<file path="config.mk">
export PLATFORM = sky130hd
export DESIGN_NAME = pipelined_adder
export DESIGN_NICKNAME = d
export VERILOG_FILES = /design/src/rtl/adder_pkg.sv /design/src/rtl/adder_chunk.sv /design/src/rtl/pipelined_adder.sv
export SDC_FILE = /design/constraint.sdc
export NUM_CORES = 1
export LEC_CHECK = 0
export CAP_MARGIN = 20
export CORE_AREA = 5 5 128 130
export CTS_BUF_LIST = sky130_fd_sc_hd__clkbuf_16
export DETAILED_ROUTE_END_ITERATION = 7
export DIE_AREA = 0 0 133 135
export HOLD_SLACK_MARGIN = 0.1
export PLACE_DENSITY_LB_ADDON = 0.2
export SYNTH_ARGS = -nofsm -noshare
export SYNTH_HDL_FRONTEND = slang
export SYNTH_SLANG_ARGS = --single-unit
</file>
<file path="constraint.sdc">
create_clock -name clk -period 6.93 [get_ports clk]
set_input_delay 0.693 -clock clk [delete_from_list [all_inputs] [get_ports clk]]
set_output_delay 0.693 -clock clk [all_outputs]
set_load 0.02 [all_outputs]
</file>
<file path="src/rtl/adder_pkg.sv">
// adder_pkg: shared defaults and chunk-width derivation for the pipelined adder
package adder_pkg;
  localparam int DEF_WIDTH = 32;
  localparam int DEF_STAGES = 4;
  function automatic int chunk_of(input int width, input int stages);
    return width / stages;
  endfunction
endpackage

</file>
<file path="src/rtl/adder_chunk.sv">
// adder_chunk: W-bit ripple-carry slice built from full-adder cells
module adder_chunk #(
  parameter int W = 8
) (
  input  logic [W-1:0] a,
  input  logic [W-1:0] b,
  input  logic         ci,
  output logic [W-1:0] s,
  output logic         co
);
  logic c;
  // ripple the carry through one full-adder cell per bit
  always_comb begin
    s = '0;
    c = ci;
    for (int i = 0; i < W; i++) begin
      s[i] = a[i] ^ b[i] ^ c;
      c = (a[i] & b[i]) | (c & (a[i] ^ b[i]));
    end
    co = c;
  end
endmodule

</file>
<file path="src/rtl/pipelined_adder.sv">
// pipelined_adder: add/subtract split into STAGES carry-registered chunks with valid/ready flow control
module pipelined_adder
  import adder_pkg::*;
#(
  parameter int WIDTH = DEF_WIDTH,
  parameter int STAGES = DEF_STAGES
) (
  input  logic             clk,
  input  logic             rst_n,
  input  logic             in_valid,
  output logic             in_ready,
  input  logic [WIDTH-1:0] a,
  input  logic [WIDTH-1:0] b,
  input  logic             cin,
  input  logic             sub,
  output logic             out_valid,
  input  logic             out_ready,
  output logic [WIDTH-1:0] sum,
  output logic             cout,
  output logic             ovf
);
  localparam int CHUNK = chunk_of(WIDTH, STAGES);
  if (WIDTH % STAGES != 0 || WIDTH < 4 || WIDTH > 64) begin : g_bad
    $error("pipelined_adder: WIDTH must be 4..64 and a multiple of STAGES");
  end
  for (genvar k = 0; k < STAGES; k++) begin : g_stage
    localparam int IW = WIDTH - k * CHUNK;
    logic [IW-1:0] ai, bi;
    logic ci, vi, co, adv, adv_nx, v_q, c_q;
    logic [CHUNK-1:0] cs;
    logic [(k+1)*CHUNK-1:0] sn, s_q;
    if (k == 0) begin : g_in
      assign ai = a;
      assign bi = sub ? ~b : b;
      assign ci = cin ^ sub;
      assign vi = in_valid;
      assign sn = cs;
    end else begin : g_mid
      assign ai = g_stage[k-1].g_fwd.a_q;
      assign bi = g_stage[k-1].g_fwd.b_q;
      assign ci = g_stage[k-1].c_q;
      assign vi = g_stage[k-1].v_q;
      assign sn = {cs, g_stage[k-1].s_q};
    end
    if (k == STAGES - 1) begin : g_last
      assign adv_nx = out_ready;
    end else begin : g_chain
      assign adv_nx = g_stage[k+1].adv;
    end
    assign adv = !v_q || adv_nx;
    adder_chunk #(.W(CHUNK)) u_chunk (
      .a (ai[CHUNK-1:0]),
      .b (bi[CHUNK-1:0]),
      .ci(ci),
      .s (cs),
      .co(co)
    );
    // stage valid, carry and completed low sum chunks
    always_ff @(posedge clk or negedge rst_n) begin
      if (!rst_n) begin
        v_q <= 1'b0;
        c_q <= 1'b0;
        s_q <= '0;
      end else if (adv) begin
        v_q <= vi;
        c_q <= co;
        s_q <= sn;
      end
    end
    if (k < STAGES - 1) begin : g_fwd
      logic [IW-CHUNK-1:0] a_q, b_q;
      // operand chunks not yet summed travel with the stage
      always_ff @(posedge clk or negedge rst_n) begin
        if (!rst_n) begin
          a_q <= '0;
          b_q <= '0;
        end else if (adv) begin
          a_q <= ai[IW-1:CHUNK];
          b_q <= bi[IW-1:CHUNK];
        end
      end
    end else begin : g_sign
      logic sa_q, sb_q;
      // operand sign bits kept for overflow detection at the output
      always_ff @(posedge clk or negedge rst_n) begin
        if (!rst_n) begin
          sa_q <= 1'b0;
          sb_q <= 1'b0;
        end else if (adv) begin
          sa_q <= ai[IW-1];
          sb_q <= bi[IW-1];
        end
      end
    end
  end
  assign in_ready = g_stage[0].adv;
  assign out_valid = g_stage[STAGES-1].v_q;
  assign sum = g_stage[STAGES-1].s_q;
  assign cout = g_stage[STAGES-1].c_q;
  assign ovf = (g_stage[STAGES-1].g_sign.sa_q == g_stage[STAGES-1].g_sign.sb_q) &&
               (sum[WIDTH-1] != g_stage[STAGES-1].g_sign.sa_q);
endmodule

</file>
==> results.ini, run 1 <==
[floorplan]
design.die.area_um2=18000
row_count=45
start_util=0.542
coreArea_um2=15000
ios=106
die_x_um=133
die_height_um=135

[finish]
final_layout_size_suffix_gt1_frac=0.233
nFillCells=1113
multi_input_area_um2=3210
regArea_um2=4650
diodes=0
area_growth_pct=21.5
final_nets=794
final_area_um2=9900

[outcome]
status=finished clean

[yosys]
yosysSeqAreaShare=0.571
synthArstFlopShare=1.00
synth_cell_types=22
synth.cell_area_um2=8150
synth_area_leaders=dfrtp_1 (57%), mux2_2 (11%), mux2_4 (8.5%)
synth_fp_nets=693
ys_ff_latch=186
ys_warn_count=0
synth_edf_count=0
syn-mean-instance-area_um2=13.8
syn_inst=591
synth-main-ff-cell=dfrtp_1
yosysTopAreaCellShare=0.571
yosysTopAreaCell=dfrtp_1

[flow_run]
cap_violations=0

[sta]
setup_viol=0
max_slew_margin=0.333
fin_crit_sh=0.661
hold_viol=0
finClkSkew_ps=17.6
min_period_ps=4580
worstMarginPinSlew_ps=1000
rsz0062_at_grt=no
tns_ps=0
drv_slew=0
fmax_mhz=218
layout_setup_ws_ps=2350

[power]
switching_share=0.297
power.leakage_nw=4.63
p_clk_frac=0.267
seqPwrFrac=0.458
pwr-share-comb=0.275
power_density_nw_per_um2=350
irDropWorstVdd_mv=0.201
p_sw_mw=1.03
p_int_mw=2.44

[cts]
hold_buffers=0
h-tree-depth=4
cts_resized=0
cts_tree=built
cts-buffers-inserted=17
cts.sinks=186
postCtsSetupBuffers=0
clk_pin_slew_ps=70
cts_buffer_depth=2
cts-root-buf=clkbuf_16
worstSkewPairLatency_ps=430

[detailed_routing]
wl_per_cell_um=16.6
viasPerCell=5.06
drt_wl_total_um=14900
drc=0
postRouteAntennaNets=0
drt_iter0_drc=190
first_pass_iters=4
dr_total_vias=4523

[critical_path]
regToRegSetupSlack_ps=3110
crit_arrival_ps=4880
path_max_fanout=1
start_kind=input port
path_class=in -> reg
cp.required_ps=7230
end_kind=flop

[global_route]
antenna_found_initial=0
grt_pass1_vias=5036
overflow=0
grt_max_degree=103
grt_usage=0.182
grt_pass1_wl_um=25500

[place]
dp_slack_ps=1880
placed_area_um2=9320
dpl.hpwl_um=9710
gp_congestion=0.735
portBuffers=105

[hold_path]
hold_class=in -> async

per-layer routing:
layer,part of all wire,vias up,wire (um),track usage
li1,-,2107,-,-
met1,0.45,2323,6690,0.235
met2,0.50,78,7480,0.299
met3,0.032,15,474,0.0492
met4,0.015,0,223,0.0606
met5,0,-,0,0
Yosys cell counts (5+ instances only):
master    number
buf_6          5
mux2i_1        8
fa_1          32
nand2_1      103
mux2_2        79
nor2_1        10
inv_1         36
buf_2         12
xor2_1        24
a21oi_1        9
xnor2_1        9
dfrtp_1      186
o21ai_0       11
mux2_4        46
nand2b_1       5
clkbuf_1      10
area by class of cell:
| type | count | share of cell area |
|---|---|---|
| sequential | 186 | 0.470 |
| multi-input combinational | 340 | 0.324 |
| timing repair buffer | 110 | 0.111 |
| clock buffer | 17 | 0.0430 |
| tap | 188 | 0.0238 |
| inverter | 37 | 0.0143 |
| clock inverter | 15 | 0.0138 |
final timing paths:
path | from | cells past startpoint | end
setup / recovery | cin | 14 | g_stage[0].s_q[7]$_DFFE_PN0P_
min in group clk | sum[0]$_DFFE_PN0P_ | 2 | sum[0]$_DFFE_PN0P_
max in group asynchronous | rst_n | 3 | sum[15]$_DFFE_PN0P_
hold reg to reg | sum[0]$_DFFE_PN0P_ | 2 | sum[0]$_DFFE_PN0P_
setup reg to reg | g_stage[1].c_q$_DFFE_PN0P_ | 12 | g_stage[2].s_q[23]$_DFFE_PN0P_
hold / removal | rst_n | 1 | g_stage[0].g_fwd.a_q[3]$_DFFE_PN0P_
power groups by stage:
stage               sequential, mW  clock [mW]  combinational (mW)
CTS                           1.59       0.950               0.972
finish                        1.59       0.927               0.953
global route                  1.63       0.999                1.06
floorplan                     1.67           0               0.503
global placement              1.59           0               0.938
detailed placement            1.61           0               0.966
flip-flops by register name, summed over array words and instances (netlist names):
register and count:
g_stage.v_q 3, sum 32, g_stage.c_q 3, g_stage.s_q 48, g_stage.g_fwd.b_q 48, g_stage.g_fwd.a_q 48, out_valid 1, cout 1
g_stage.g_sign.sa_q 1, g_stage.g_sign.sb_q 1
cell families (layout without fill, tap and decap cells):
kind of cell,Yosys count,in the layout,synth area share
buffers and inverters,65,179,0.0367
adders and majority gates,32,32,0.0786
and+or+nand+nor,122,122,0.0626
AOI/OAI and AO/OA,20,20,0.0123
DFF,186,186,0.571
xor gates and xnor gates,33,33,0.0354
muxes,133,133,0.204
cells in the final DEF (no fill, tap or decap):
master           count
nor2_8               1
clkdlybuf4s50_1    103
nand4b_1             1
inv_4                1
nand2b_1             4
xor2_1              24
nor2_1              10
fa_1                32
nor2b_4              1
clkinv_4             4
inv_1               38
clkinv_1             3
buf_12               1
mux2_2              79
xnor2_1              9
mux2i_1              8
nand3b_4             1
bufinv_16            2
buf_2                1
dfrtp_1            186
clkbuf_8             1
o21ai_0             11
nand2_1            103
clkinvlp_4           1
mux2_4              46
nand2b_2             1
buf_4                4
clkbuf_16           17
clkinv_2             3
a21oi_1              9
critical path: stages:
cell and delay (ps):
clkdlybuf4s50_1 420, xnor2_1 150, fa_1 400, inv_1 90, fa_1 180, inv_1 70, fa_1 420, fa_1 430
fa_1 420, fa_1 430, fa_1 400, inv_1 90, fa_1 420, mux2_4 260
metrics by stage:
step,cells,util,hold WS [ps],power [mW]
global route,893,0.659,399,3.69
finish,893,0.659,321,3.47
global placement,860,0.620,448,2.53
CTS,892,0.657,371,3.51
floorplan,591,-,397,2.17
detailed placement,860,0.620,456,2.58
(Power assumes the default switching activity.)
==> inputs of run 2 (changes only) <==
- clock period: 6.93 -> 4.7 ns (I/O delays scaled with it)
==> run 2 against run 1 <==
Effect of this change:
- power grew 44%
- via count grew 0.46%
- sequential power grew 47%
- final cell count shrank 0.22%
- design area shrank 0.57%
- largest cell class unchanged
- critical endpoint unchanged
- highest routed layer unchanged
- non-clock buffer count grew 1
- utilization shrank 0.37 points
- critical path type unchanged
- count of clock-buffer cells in the layout is the same
- register-to-register slack lost 2200 ps
- largest power group unchanged
- setup slack lost 2000 ps
- clock power grew 35%
==> results.ini, run 2 (synthesis gave the netlist of run 1 again) <==
[outcome]
status=finished clean

[cts]
clk_pin_slew_ps=60  ; about the same
worstSkewPairLatency_ps=420  ; about the same
postCtsSetupBuffers=0  ; unchanged
cts-buffers-inserted=17  ; unchanged
cts-root-buf=clkbuf_16
cts_buffer_depth=2  ; unchanged
cts_resized=0  ; unchanged
cts.sinks=186  ; unchanged
hold_buffers=0  ; unchanged
cts_tree=built
h-tree-depth=4  ; unchanged

[critical_path]
slowest_stage=clkdlybuf4s50_1
worstSetupStartpoint=cin
r2r-start=g_stage[1].c_q$_DFFE_PN0P_
crit_top_cell=fa_1
path_class=in -> reg
cp.required_ps=5000  ; -2230 ps
crit_family=adder cells
cpPeakStageDelay_ps=450  ; +20 ps
end_kind=flop
crit_arrival_ps=4650  ; -230 ps
worstPathCellList=clkdlybuf4s50_1 > xnor2_1 > fa_1 > inv_1 > fa_1 > inv_1 > fa_1 > fa_1 > fa_1 > fa_1 > fa_1 > inv_1 > fa_1 > mux2_4
path_buf_inv=4  ; unchanged
start_kind=input port
path_max_fanout=1  ; unchanged

[flow_run]
cap_violations=0  ; unchanged

[sta]
hold_viol=0  ; unchanged
setup_viol=0  ; unchanged
worstMarginPinSlew_ps=940  ; -60.5 ps
fin_crit_sh=0.926
layout_setup_ws_ps=349  ; -2000 ps
finClkSkew_ps=10.9  ; -6.75 ps
holdWs_ps=159  ; -162 ps
rsz0062_at_grt=no
min_period_ps=4350
fmax_mhz=230
max_slew_margin=0.372  ; +0.0390
drv_slew=0  ; unchanged

[place]
placed_area_um2=9350  ; +0.30%
dp_slack_ps=-87.8  ; -1970 ps
post-place-cells=862  ; +0.23%
gp_congestion=0.764  ; +3.8%
dpl.hpwl_um=9760  ; +0.55%
portBuffers=105  ; unchanged

[power]
irDropWorstVdd_mv=0.326  ; +62%
power_density_nw_per_um2=507  ; +45%
power.leakage_nw=4.61  ; -0.30%

[global_route]
overflow=0  ; unchanged
grt_usage=0.182  ; +0.000473
grt_pass1_wl_um=25600  ; +0.30%
antenna_found_initial=0  ; unchanged
grt_pass1_vias=4960  ; -1.5%
grt_max_degree=117  ; +14%

[floorplan]
coreArea_um2=15000  ; unchanged
die_x_um=133  ; unchanged
ios=106  ; unchanged
design.die.area_um2=18000  ; unchanged
die_height_um=135  ; unchanged
start_util=0.542  ; unchanged
row_count=45  ; unchanged

[finish]
final_util=0.655  ; -0.00374
layout.cells.non_filler=891  ; -0.22%
final_area_um2=9850  ; -0.57%
area_growth_pct=20.8
final_common_cell=dfrtp_1
top_regs=g_stage.g_fwd.a_q: 48 flops, g_stage.g_fwd.b_q: 48 flops, g_stage.s_q: 48 flops
layout_common_cells=dfrtp_1 (186), nand2_1 (103), clkdlybuf4s50_1 (103), mux2_2 (79), mux2_4 (46)
final_layout_size_suffix_gt1_frac=0.223  ; -0.00930
final_nets=795  ; +0.13%
diodes=0  ; unchanged

[detailed_routing]
wl_per_cell_um=16.9  ; +1.2%
first_pass_iters=4  ; unchanged
postRouteAntennaNets=0  ; unchanged
drt_iter0_drc=191  ; +0.53%
drt_wl_total_um=15000  ; +1.0%
drc=0  ; unchanged
dr_total_vias=4544  ; +0.46%
viasPerCell=5.10  ; +0.69%

[hold_path]
hold_class=in -> async

-- run 2: cell types whose count changed in the layout (fill, tap and decap cells not counted), sizes merged --
cell and delta:
clkinv -4, buf +1, inv +3, clkinvlp -1, bufinv -1
-- run 2: area by class of cell --
cell class,count,area [um2]
well taps,188,235
inverters,37,141
multi-input cells,340,3210
flip-flops and latches,186,4650
clock buffers,17,425
repair buffers,111,1110
clock inverters,12,72.6
fillers,1111,5190
-- run 2: worst paths after layout --
check / to / slack, ps / cells past startpoint
min in group clk: sum[5]$_DFFE_PN0P_ / 470 / 2
max: g_stage[0].s_q[7]$_DFFE_PN0P_ / 350 / 14
min reg2reg: sum[5]$_DFFE_PN0P_ / 470 / 2
max reg2reg: g_stage[2].s_q[23]$_DFFE_PN0P_ / 900 / 12
min: g_stage[0].g_fwd.a_q[4]$_DFFE_PN0P_ / 160 / 1
max in group asynchronous: g_stage[1].g_fwd.a_q[13]$_DFFE_PN0P_ / 3490 / 2
-- run 2: per-stage QoR --
step	total power [mW]	setup TNS (ps)
after floorplan	3.20	0
after global placement	3.72	0
after detailed placement	3.79	-87.8
after CTS	5.06	0
after global routing	5.33	0
final	4.99	0
-- run 2: metal layers --
| layer | GRT usage | vias up | routed length [um] |
|---|---|---|---|
| li1 | - | 2107 | - |
| met5 | 0 | - | 0 |
| met1 | 0.236 | 2326 | 6430 |
| met3 | 0.0510 | 18 | 674 |
| met4 | 0.0595 | 0 | 268 |
| met2 | 0.299 | 93 | 7640 |
-- run 2: report_power, final --
group	switching [mW]	internal, mW
Combinational	0.657	0.750
Clock	0.549	0.699
Sequential	0.265	2.07
Total	1.47	3.52
